[src/rtl/rv_pkg.sv]
// Shared RISC-V core definitions: writeback result-source encodings,
// load funct3 codes and the default datapath width.
package rv_pkg;

    localparam int unsigned XLEN_DEFAULT = 32;

    typedef enum logic [1:0] {
        RES_ALU  = 2'b00,
        RES_LOAD = 2'b01,
        RES_PC4  = 2'b10,
        RES_IMM  = 2'b11
    } res_src_e;

    localparam logic [2:0] F3_LB  = 3'b000;
    localparam logic [2:0] F3_LH  = 3'b001;
    localparam logic [2:0] F3_LW  = 3'b010;
    localparam logic [2:0] F3_LD  = 3'b011;
    localparam logic [2:0] F3_LBU = 3'b100;
    localparam logic [2:0] F3_LHU = 3'b101;
    localparam logic [2:0] F3_LWU = 3'b110;

endpackage

[src/rtl/wb_stage_pipelined_if.sv]
// MEM-to-WB bundle: everything the MEM stage hands to writeback each cycle.
interface wb_stage_pipelined_if #(
    parameter int unsigned XLEN = rv_pkg::XLEN_DEFAULT
);
    logic            ValidM;
    logic            RegWriteM;
    logic [1:0]      ResultSrcM;
    logic [2:0]      Funct3M;
    logic [4:0]      RdM;
    logic [XLEN-1:0] ALUResultM;
    logic [XLEN-1:0] ReadDataM;
    logic [XLEN-1:0] PCPlus4M;
    logic [XLEN-1:0] ImmExtM;

    modport master (
        output ValidM, RegWriteM, ResultSrcM, Funct3M, RdM,
               ALUResultM, ReadDataM, PCPlus4M, ImmExtM
    );

    modport slave (
        input  ValidM, RegWriteM, ResultSrcM, Funct3M, RdM,
               ALUResultM, ReadDataM, PCPlus4M, ImmExtM
    );
endinterface

[src/rtl/wb_stage_pipelined_load_extract.sv]
// Combinational sub-word load extraction with sign/zero extension.
// Shared with the MEM-stage forwarding path.
module load_extract
    import rv_pkg::*;
#(
    parameter int unsigned XLEN  = XLEN_DEFAULT,
    parameter int unsigned OFF_W = (XLEN == 64) ? 3 : 2
) (
    input  logic [XLEN-1:0]  data_i,
    input  logic [OFF_W-1:0] off_i,
    input  logic [2:0]       funct3_i,
    output logic [XLEN-1:0]  result_o
);
    localparam int unsigned SW = OFF_W + 3;

    logic [SW-1:0] sh_b, sh_h, sh_w;
    logic [7:0]    b;
    logic [15:0]   h;
    logic [31:0]   w;

    // Masking the bit offset aligns halfword/word lanes; for XLEN=32 the word shift collapses to 0.
    always_comb begin
        sh_b = {off_i, 3'b000};
        sh_h = sh_b & ~SW'(15);
        sh_w = sh_b & ~SW'(31);
        b    = 8'(data_i >> sh_b);
        h    = 16'(data_i >> sh_h);
        w    = 32'(data_i >> sh_w);
    end

    always_comb begin
        result_o = data_i;
        case (funct3_i)
            F3_LB:   result_o = XLEN'($signed(b));
            F3_LBU:  result_o = XLEN'(b);
            F3_LH:   result_o = XLEN'($signed(h));
            F3_LHU:  result_o = XLEN'(h);
            F3_LW:   result_o = XLEN'($signed(w));
            F3_LWU:  result_o = (XLEN == 64) ? XLEN'(w) : XLEN'($signed(w));
            F3_LD:   result_o = (XLEN == 64) ? data_i : XLEN'($signed(w));
            default: result_o = data_i;
        endcase
    end
endmodule

[src/rtl/wb_stage_pipelined.sv]
// Writeback stage with the MEM/WB register folded in: stall/flush handling,
// load extraction, gated register-file write and retired-instruction counter.
module wb_stage_pipelined
    import rv_pkg::*;
#(
    parameter int unsigned XLEN     = XLEN_DEFAULT,
    parameter int unsigned CNT_W    = 64,
    parameter int unsigned LOAD_EXT = 1
) (
    input  logic                 clk,
    input  logic                 rst,
    input  logic                 StallW,
    input  logic                 FlushW,
    wb_stage_pipelined_if.slave  m_if,
    output logic [XLEN-1:0]      ResultW,
    output logic [4:0]           RdW,
    output logic                 RegWriteW,
    output logic                 ValidW,
    output logic [CNT_W-1:0]     InstRetW
);
    localparam int unsigned OFF_W = (XLEN == 64) ? 3 : 2;

    logic            valid_q,      valid_d;
    logic            reg_write_q,  reg_write_d;
    res_src_e        result_src_q, result_src_d;
    logic [2:0]      funct3_q,     funct3_d;
    logic [4:0]      rd_q,         rd_d;
    logic [XLEN-1:0] alu_result_q, alu_result_d;
    logic [XLEN-1:0] read_data_q,  read_data_d;
    logic [XLEN-1:0] pc_plus4_q,   pc_plus4_d;
    logic [XLEN-1:0] imm_ext_q,    imm_ext_d;
    logic [CNT_W-1:0] instret_q,   instret_d;

    logic [XLEN-1:0] load_val;

    // Retirement depends only on what is already in W, so a flush still retires it.
    always_comb begin
        valid_d      = valid_q;
        reg_write_d  = reg_write_q;
        result_src_d = result_src_q;
        funct3_d     = funct3_q;
        rd_d         = rd_q;
        alu_result_d = alu_result_q;
        read_data_d  = read_data_q;
        pc_plus4_d   = pc_plus4_q;
        imm_ext_d    = imm_ext_q;
        instret_d    = (valid_q && !StallW) ? instret_q + CNT_W'(1) : instret_q;
        if (FlushW) begin
            valid_d     = 1'b0;
            reg_write_d = 1'b0;
        end else if (!StallW) begin
            valid_d      = m_if.ValidM;
            reg_write_d  = m_if.RegWriteM;
            result_src_d = res_src_e'(m_if.ResultSrcM);
            funct3_d     = m_if.Funct3M;
            rd_d         = m_if.RdM;
            alu_result_d = m_if.ALUResultM;
            read_data_d  = m_if.ReadDataM;
            pc_plus4_d   = m_if.PCPlus4M;
            imm_ext_d    = m_if.ImmExtM;
        end
    end

    always_ff @(posedge clk or posedge rst) begin
        if (rst) begin
            valid_q      <= 1'b0;
            reg_write_q  <= 1'b0;
            result_src_q <= RES_ALU;
            funct3_q     <= '0;
            rd_q         <= '0;
            alu_result_q <= '0;
            read_data_q  <= '0;
            pc_plus4_q   <= '0;
            imm_ext_q    <= '0;
            instret_q    <= '0;
        end else begin
            valid_q      <= valid_d;
            reg_write_q  <= reg_write_d;
            result_src_q <= result_src_d;
            funct3_q     <= funct3_d;
            rd_q         <= rd_d;
            alu_result_q <= alu_result_d;
            read_data_q  <= read_data_d;
            pc_plus4_q   <= pc_plus4_d;
            imm_ext_q    <= imm_ext_d;
            instret_q    <= instret_d;
        end
    end

    load_extract #(
        .XLEN  (XLEN),
        .OFF_W (OFF_W)
    ) u_load_extract (
        .data_i   (read_data_q),
        .off_i    (alu_result_q[OFF_W-1:0]),
        .funct3_i (funct3_q),
        .result_o (load_val)
    );

    always_comb begin
        ResultW = alu_result_q;
        case (result_src_q)
            RES_ALU:  ResultW = alu_result_q;
            RES_LOAD: ResultW = (LOAD_EXT != 0) ? load_val : read_data_q;
            RES_PC4:  ResultW = pc_plus4_q;
            RES_IMM:  ResultW = imm_ext_q;
            default:  ResultW = alu_result_q;
        endcase
    end

    assign RdW       = rd_q;
    assign ValidW    = valid_q;
    assign RegWriteW = reg_write_q & valid_q & (rd_q != '0);
    assign InstRetW  = instret_q;
endmodule

[src/flat_wrapper.sv]
// flat-port wrapper written by rule: the top's interface ports become plain ports
module wb_stage_pipelined_flat import rv_pkg::*;
#(
    parameter int unsigned XLEN     = XLEN_DEFAULT,
    parameter int unsigned CNT_W    = 64,
    parameter int unsigned LOAD_EXT = 1
)
  (clk, rst, StallW, FlushW, ResultW, RdW, RegWriteW, ValidW, InstRetW, m_if_ValidM, m_if_RegWriteM, m_if_ResultSrcM, m_if_Funct3M, m_if_RdM, m_if_ALUResultM, m_if_ReadDataM, m_if_PCPlus4M, m_if_ImmExtM);
  wb_stage_pipelined_if #(.XLEN(XLEN)) m_if_i ();
  input  logic clk;
  input  logic rst;
  input  logic StallW;
  input  logic FlushW;
  output logic [XLEN-1:0] ResultW;
  output logic [4:0] RdW;
  output logic RegWriteW;
  output logic ValidW;
  output logic [CNT_W-1:0] InstRetW;
  input wire logic [$bits(m_if_i.ValidM)-1:0] m_if_ValidM;
  input wire logic [$bits(m_if_i.RegWriteM)-1:0] m_if_RegWriteM;
  input wire logic [$bits(m_if_i.ResultSrcM)-1:0] m_if_ResultSrcM;
  input wire logic [$bits(m_if_i.Funct3M)-1:0] m_if_Funct3M;
  input wire logic [$bits(m_if_i.RdM)-1:0] m_if_RdM;
  input wire logic [$bits(m_if_i.ALUResultM)-1:0] m_if_ALUResultM;
  input wire logic [$bits(m_if_i.ReadDataM)-1:0] m_if_ReadDataM;
  input wire logic [$bits(m_if_i.PCPlus4M)-1:0] m_if_PCPlus4M;
  input wire logic [$bits(m_if_i.ImmExtM)-1:0] m_if_ImmExtM;
  assign m_if_i.ValidM = m_if_ValidM;
  assign m_if_i.RegWriteM = m_if_RegWriteM;
  assign m_if_i.ResultSrcM = m_if_ResultSrcM;
  assign m_if_i.Funct3M = m_if_Funct3M;
  assign m_if_i.RdM = m_if_RdM;
  assign m_if_i.ALUResultM = m_if_ALUResultM;
  assign m_if_i.ReadDataM = m_if_ReadDataM;
  assign m_if_i.PCPlus4M = m_if_PCPlus4M;
  assign m_if_i.ImmExtM = m_if_ImmExtM;
  wb_stage_pipelined #(.XLEN(XLEN), .CNT_W(CNT_W), .LOAD_EXT(LOAD_EXT)) u_core (.clk(clk), .rst(rst), .StallW(StallW), .FlushW(FlushW), .m_if(m_if_i), .ResultW(ResultW), .RdW(RdW), .RegWriteW(RegWriteW), .ValidW(ValidW), .InstRetW(InstRetW));
endmodule
[config.mk]
export PLATFORM = sky130hd
export DESIGN_NAME = wb_stage_pipelined_flat
export DESIGN_NICKNAME = d
export VERILOG_FILES = /design/src/rtl/rv_pkg.sv /design/src/rtl/wb_stage_pipelined_if.sv /design/src/rtl/wb_stage_pipelined_load_extract.sv /design/src/rtl/wb_stage_pipelined.sv /design/src/flat_wrapper.sv
export SDC_FILE = /design/constraint.sdc
export NUM_CORES = 1
export LEC_CHECK = 0
export CORE_MARGIN = 2
export CORE_UTILIZATION = 49
export CTS_CLUSTER_DIAMETER = 150
export DETAILED_ROUTE_END_ITERATION = 16
export PLACE_DENSITY = 0.88
export SKIP_LAST_GASP = 1
export SYNTH_ARGS = -nofsm -noshare
export SYNTH_HDL_FRONTEND = slang
export SYNTH_SLANG_ARGS = --single-unit
export TNS_END_PERCENT = 5
[constraint.sdc]
create_clock -name clk -period 9.3 [get_ports clk]
set_input_delay 1.395 -clock clk [delete_from_list [all_inputs] [get_ports clk]]
set_output_delay 1.395 -clock clk [all_outputs]
set_load 0.01 [all_outputs]
==> impl_results.md, run 1 <==
- Clock-pin slew on the worst setup and hold paths: 0.06 ns
- Setup bufs post-CTS: 0
- Post-CTS resize count: 0
- GRT busiest layer: met2
- Lkg Pwr: 5.40 nW
- Worst Setup Start Kind: flop
- Routed vias/inst: roughly 5.6
- Hold Buf Count CTS: 0
- Die Wd: approximately 140 um
- CTS tree: built
- Antenna violations before repair: 4
- IO buf count: 246
- Worst Clk Skew: 0.00756 ns
- DP Area: 12,200 um^2
- Int Pwr: 1.80 mW
- PwrDens: 191 nW/um^2
- Top_reg_cell synth: dfrtp_1
- Met2 Track Usage GR: 0.425
- Nets: around 1,200
- Reg2reg path depth: 6
- Area grow syn2layout: 36.0%
- Total gr overflow: 0
- Mapped Cells: approximately 860
- Clock latency on the worst-skew pair: 0.50 ns
- GRT Resource Usage Total: 0.249
- Setup TNS: 0 ns
- Leading area contributor after synthesis: dfrtp_1
- Crit path kind: flop to primary output
- Worst Max-Slew Pin Slew: 1.02 ns
- Final hold viol count: 0
- Post-DR wirelength/cell: 19.0 um
- H-tree Lvls: 1
- Largest net degree at the start of global routing: 133
- Psw: 0.674 mW
- Sw frac: 0.272
- Max Cap Viol: 0
- Vias: approximately 7,600
- Seq pwr share: 0.431
- Maximum vdd drop: 0.000158 V
- Share of the synthesized area in the top cell type: 0.536
- CTS Buffer Depth: 3
- Setup crit end kind: primary output
- Relative slew margins: 0.317
- GRT met1 Usage: 0.300
- Final Critical Period: 5.02 ns
- Clk sink count: 204
- Area of the die: 20,600 um^2
- Post-route ant nets: 0
- Hold Path Class: flop to flop
- FP Rows: 51
- Starting Density: 0.495
- Power Total: 2.48 mW
- # IOs: 247
- Syn nets: 1,000
- Async set or reset register ratio after synthesis: 1.00
- Fmax achieved: 0.199 GHz
- Total wire length: 25,900 um
- Number of enable flip-flop cells after synthesis: 0
- Layout cells sized above 1: 0.173
- Cell area after layout: 13,000 um^2
- Synth cell types: 43
- # DRC: 0
- Met3 Usage GRT: 0.0696
- Post-synthesis sequential area ratio: 0.536
- Post-synthesis cell area: roughly 9500 um^2
- Area contributors post-synth: dfrtp_1 54%, mux2_2 16%, nand2_1 3.6%, xnor2_1 3.3%, o21ai_0 2.6%
- Vias in the first global route: 7,631
- Core Area: 19,300 um^2
- Hold depth: 1
- Clock buffer count from CTS: 23
- Synth Warn #: 0
- Placer Congestion: around 0.84
- Post-Layout Cell Count: between 1,000 and 1,500
- Comb power frac: 0.203
- Data arrival, critical path: roughly 3.6 ns
- First-pass GRT wire length: 40,300 um
- Max-slew violations: 0
- Status: finished clean
- Top fanout value on the critical path: 53
- Final Cycle Share: 0.540
- Final core utilization: 0.673
- Placed Cells: 1,323
- DR iter-0 viols: a little over 400
- Unrepaired setup endpoints after global routing: no
- Root Driver: clkbuf_16
- Clock power share: 0.365
- Avg Cell Area, Syn: between 10 and 15 um^2
- Die height: 143 um
- Dpl hpwl: 18,500 um
- Required @ worst endpoint: 7.91 ns
- #FFs+latches synth: 204
- Drt first pass iters: 5
- Final Setup Violations: 0
[flip-flops by register name (all words and copies together), names as in the netlist]
name and cells:
u_core.pc_plus4_q 32, u_core.InstRetW 64, u_core.ValidW 1, u_core.alu_result_q 32
u_core.funct3_q 3, u_core.RdW 5, u_core.imm_ext_q 32, u_core.result_src_q 2
u_core.reg_write_q 1, u_core.read_data_q 32
[cells in the mapped netlist (all sizes together), types with 2 or more instances]
| cell type | instances |
|---|---|
| dfrtp | 204 |
| mux2 | 133 |
| nand2 | 92 |
| o21ai | 50 |
| nor2 | 48 |
| clkbuf | 44 |
| xnor2 | 36 |
| a21oi | 34 |
| xor2 | 27 |
| o211ai | 25 |
| nand4 | 24 |
| nand3 | 21 |
| inv | 18 |
| nor3 | 16 |
| and4 | 12 |
| and3 | 11 |
| a31oi | 9 |
| nor4 | 9 |
| o21a | 7 |
| mux2i | 6 |
| o221ai | 6 |
| and2 | 3 |
| buf | 3 |
| or3 | 3 |
| nand2b | 2 |
| nor2b | 2 |
| or2 | 2 |
[stage by stage]
step / hold slack, ns / worst slack (ns)
6_report: 0.474 / 4.28
5_1_grt: 0.509 / 4.06
4_1_cts: 0.478 / 4.26
3_5_place_dp: 0.463 / 4.85
3_3_place_gp: 0.459 / 4.94
2_1_floorplan: 0.473 / 2.34
[final cells by class]
class                           count  area (um^2)
Inverter                           19         78.8
Timing Repair Buffer              250         2490
Multi-Input combinational cell    585         4190
Clock buffer                       29          638
Fill cell                        1446         6310
Tap cell                          265          332
Sequential cell                   204         5110
Clock inverter                     11          124
Antenna cell                        3         7.51
[power groups by stage]
stage / sequential, mW / combinational (mW) / clock, mW
finish: 1.07 / 0.504 / 0.905
global route: 1.08 / 0.543 / 0.963
CTS: 1.07 / 0.507 / 0.924
detailed placement: 1.08 / 0.502 / 0
global placement: 1.08 / 0.491 / 0
floorplan: 1.05 / 0.281 / 0
[layout by cell type, fill, tap and decap left out, drive strengths merged, types with 2 or more instances in the layout]
master / Yosys / final
clkdlybuf4s50: 0 / 246
dfrtp: 204 / 204
mux2: 133 / 133
nand2: 92 / 92
o21ai: 50 / 50
nor2: 48 / 48
xnor2: 36 / 36
a21oi: 34 / 34
clkbuf: 44 / 29
xor2: 27 / 27
o211ai: 25 / 25
nand4: 24 / 24
nand3: 21 / 21
inv: 18 / 19
nor3: 16 / 16
and4: 12 / 12
and3: 11 / 11
a31oi: 9 / 9
nor4: 9 / 9
o21a: 7 / 7
mux2i: 6 / 6
o221ai: 6 / 6
clkinv: 1 / 6
buf: 3 / 4
diode: 0 / 3
and2: 3 / 3
clkinvlp: 0 / 3
or3: 3 / 3
or2: 2 / 2
nand2b: 2 / 2
bufinv: 0 / 2
nor2b: 2 / 2
[metal layers]
| metal | part of all wire | up-vias |
|---|---|---|
| li1 | - | 3492 |
| met1 | 0.39 | 3798 |
| met2 | 0.49 | 287 |
| met3 | 0.080 | 67 |
| met4 | 0.039 | 2 |
| met5 | 0.00042 | - |
[kinds of logic (layout without fill, tap and decap cells)]
kind of cell	Yosys count	count (layout)	synth area share
xor+xnor	63	63	0.0579
fa+ha+maj	1	1	0.00131
flops	204	204	0.536
simple gates	247	247	0.129
buf+inv	66	309	0.0265
mux	140	140	0.166
compound gates	134	134	0.0836
other cells	0	3	0
[path summary, 6_finish.rpt]
kind | start | endpoint | slack [ns]
max in group asynchronous | rst | u_core.result_src_q[1] | 6.26
min reg2reg | u_core.InstRetW[63] | u_core.InstRetW[63] | 0.47
max | u_core.result_src_q[1] | ResultW[10] | 4.28
min in group asynchronous | rst | u_core.alu_result_q[31] | 1.49
min | u_core.InstRetW[63] | u_core.InstRetW[63] | 0.47
max reg2reg | u_core.InstRetW[0] | u_core.InstRetW[60] | 6.92
[worst max-delay path: stages (launching register included)]
cell and delay, ns:
dfrtp_2 0.75, nor2b_2 0.91, nand2_1 0.12, nor2_1 0.38
o21ai_0 0.20, a21oi_1 0.19, clkdlybuf4s50_1 0.56
Note: power is estimated with default switching activity, not from simulation.
==> run 2, diff against run 1 <==
==> constraint.sdc (replaced) <==
create_clock -name clk -period 5.3 [get_ports clk]
set_input_delay 0.795 -clock clk [delete_from_list [all_inputs] [get_ports clk]]
set_output_delay 0.795 -clock clk [all_outputs]
set_load 0.01 [all_outputs]
==> run 2 against run 1 <==
First-iteration DRC count grew 36%. Sequential cell count is the same. Register-to-register slack lost 4.0 ns. Critical path depth is the same. Worst setup slack lost 3.5 ns. Clock power grew 71%. Sequential power grew 76%. Count of clock-buffer cells in the layout grew 7. Total power grew 74%. Core utilization grew 0.13 points. Largest cell class unchanged. Worst hold slack lost 0.0091 ns.
==> impl_results.md, run 2 (synthesized netlist as in run 1, its figures left out) <==
- Area of the die: between 20,000 and 25,000 um^2
- PwrDens: 332 nW/um^2
- DP Area: 12,300 um^2
- Die Wd: 143 um
- Setup bufs post-CTS: 0
- IO buf count: 246
- # IOs: 247
- Largest net degree at the start of global routing: 95
- Clock buffer count from CTS: 23
- Worst Clk Skew: 0.00661 ns
- Final Cycle Share: 0.850
- Unrepaired setup endpoints after global routing: no
- Int Pwr: approximately 3.1 mW
- Post-route ant nets: 0
- Routed vias/inst: ~5.6
- Clk sink count: 204
- Final hold viol count: 0
- Max-slew violations: 0
- Worst Max-Slew Pin Slew: 1.36 ns
- Fmax achieved: 0.222 GHz
- Crit path kind: flop to primary output
- Clock latency on the worst-skew pair: 0.49 ns
- Total wire length: 26,300 um
- H-tree Lvls: 1
- Post-CTS resize count: 0
- Final Setup Violations: 0
- Vias: around 7,700
- GRT Resource Usage Total: 0.256
- CP top delay family: compound AO/OA/AOI/OAI gates
- CTS tree: built
- Max Cap Viol: 0
- Hold Slack: approximately 0.47 ns
- CP Cell Sequence: mux2_2, mux2i_1, o21ai_1, o211ai_1, a21oi_1, clkdlybuf4s50_1
- Total gr overflow: 0
- Final core utilization: 0.674
- Seq pwr share: 0.437
- Power Total: 4.31 mW
- Die height: 143 um
- Data arrival, critical path: 3.71 ns
- Root Driver: clkbuf_16
- Starting Density: 0.495
- Hold Path Class: flop to flop
- Worst Path Buf+Inv: 1
- Drt first pass iters: 5
- FP Rows: 51
- Psw: 1.18 mW
- Clock power share: 0.358
- Final Critical Period: 4.51 ns
- Placer Congestion: 0.870
- Layout cells sized above 1: 0.171
- Lkg Pwr: 5.41 nW
- Status: finished clean
- Post-DR wirelength/cell: approximately 19 um
- DR iter-0 viols: 560
- Core Area: 19,300 um^2
- Setup TNS: 0 ns
- Comb power frac: 0.205
- Antenna violations before repair: 1
- Hold Buf Count CTS: 0
- Max FFs per register: 64
- Maximum vdd drop: between 0.0002 and 0.0003 V
- Setup crit end kind: primary output
- Vias in the first global route: a little under 8,000
- Clock-pin slew on the worst setup and hold paths: 0.06 ns
- CP peak stage delay: approximately 1.0 ns
- Sw frac: 0.272
- Top fanout value on the critical path: 16
- Dpl hpwl: 18,900 um
- Nets: 1,231
- CTS Buffer Depth: 3
- CP max-delay cell: o21ai_1
- Required @ worst endpoint: 4.51 ns
- Commonest non-fill, non-tap cell in the layout: clkdlybuf4s50_1
- Worst Setup Start Kind: flop
- Relative slew margins: 0.0864
- Most frequent cells in the layout: 246 x clkdlybuf4s50_1, 203 x dfrtp_1, 133 x mux2_2, 92 x nand2_1, 49 x o21ai_0
- # DRC: 0
- Area grow syn2layout: 36.3%
- Cell area after layout: between 10,000 and 15,000 um^2
- First-pass GRT wire length: 41,400 um
run 2: worst paths after layout:
| check | start | end | slack, ns | depth (start not counted) |
|---|---|---|---|---|
| setup / recovery | u_core.alu_result_q[1] | ResultW[18] | 0.79 | 6 |
| hold / removal | u_core.InstRetW[63] | u_core.InstRetW[63] | 0.47 | 1 |
| setup reg to reg | u_core.InstRetW[0] | u_core.InstRetW[34] | 2.92 | 6 |
| hold reg to reg | u_core.InstRetW[63] | u_core.InstRetW[63] | 0.47 | 1 |
| max in group asynchronous | rst | u_core.InstRetW[27] | 3.60 | 3 |
| min in group asynchronous | rst | u_core.pc_plus4_q[25] | 0.68 | 2 |
run 2: worst register-to-register path: stages, from the launching register on:
cell	delay (ns)
dfrtp_1	0.43
ha_1	0.23
nand3b_4	0.12
nor4_4	0.55
nand4_1	0.38
nor3_1	0.38
xor2_1	0.21
run 2: final cells by class:
cell class | instances | area [um^2]
Antenna cell | 1 | 2.50
Clock buffer | 36 | 674
Clock inverter | 6 | 61.3
Fill cell | 1443 | 6280
Inverter | 19 | 75.1
Multi-Input combinational cell | 585 | 4190
Sequential cell | 204 | 5110
Tap cell | 265 | 332
Timing Repair Buffer | 253 | 2550
run 2: per-stage QoR:
stage,instances,setup WS (ns)
global placement,1326,1.63
floorplan,855,1.86
CTS,1368,0.808
detailed placement,1326,1.49
finish,1369,0.795
global route,1369,0.592
run 2: per-layer routing:
layer / GRT usage / up-vias / wire length (um)
met5: 0 / - / 0
met4: 0.112 / 0 / 1330
met3: 0.0696 / 84 / 2320
met2: 0.427 / 352 / 12500
met1: 0.313 / 3782 / 10100
li1: - / 3497 / -
run 2: power groups by stage:
| stage | Combinational (mW) | Sequential [mW] | Clock [mW] |
|---|---|---|---|
| floorplan | 0.494 | 1.84 | 0 |
| global placement | 0.858 | 1.90 | 0 |
| detailed placement | 0.879 | 1.91 | 0 |
| CTS | 0.889 | 1.88 | 1.57 |
| global route | 0.962 | 1.91 | 1.63 |
| finish | 0.884 | 1.88 | 1.55 |
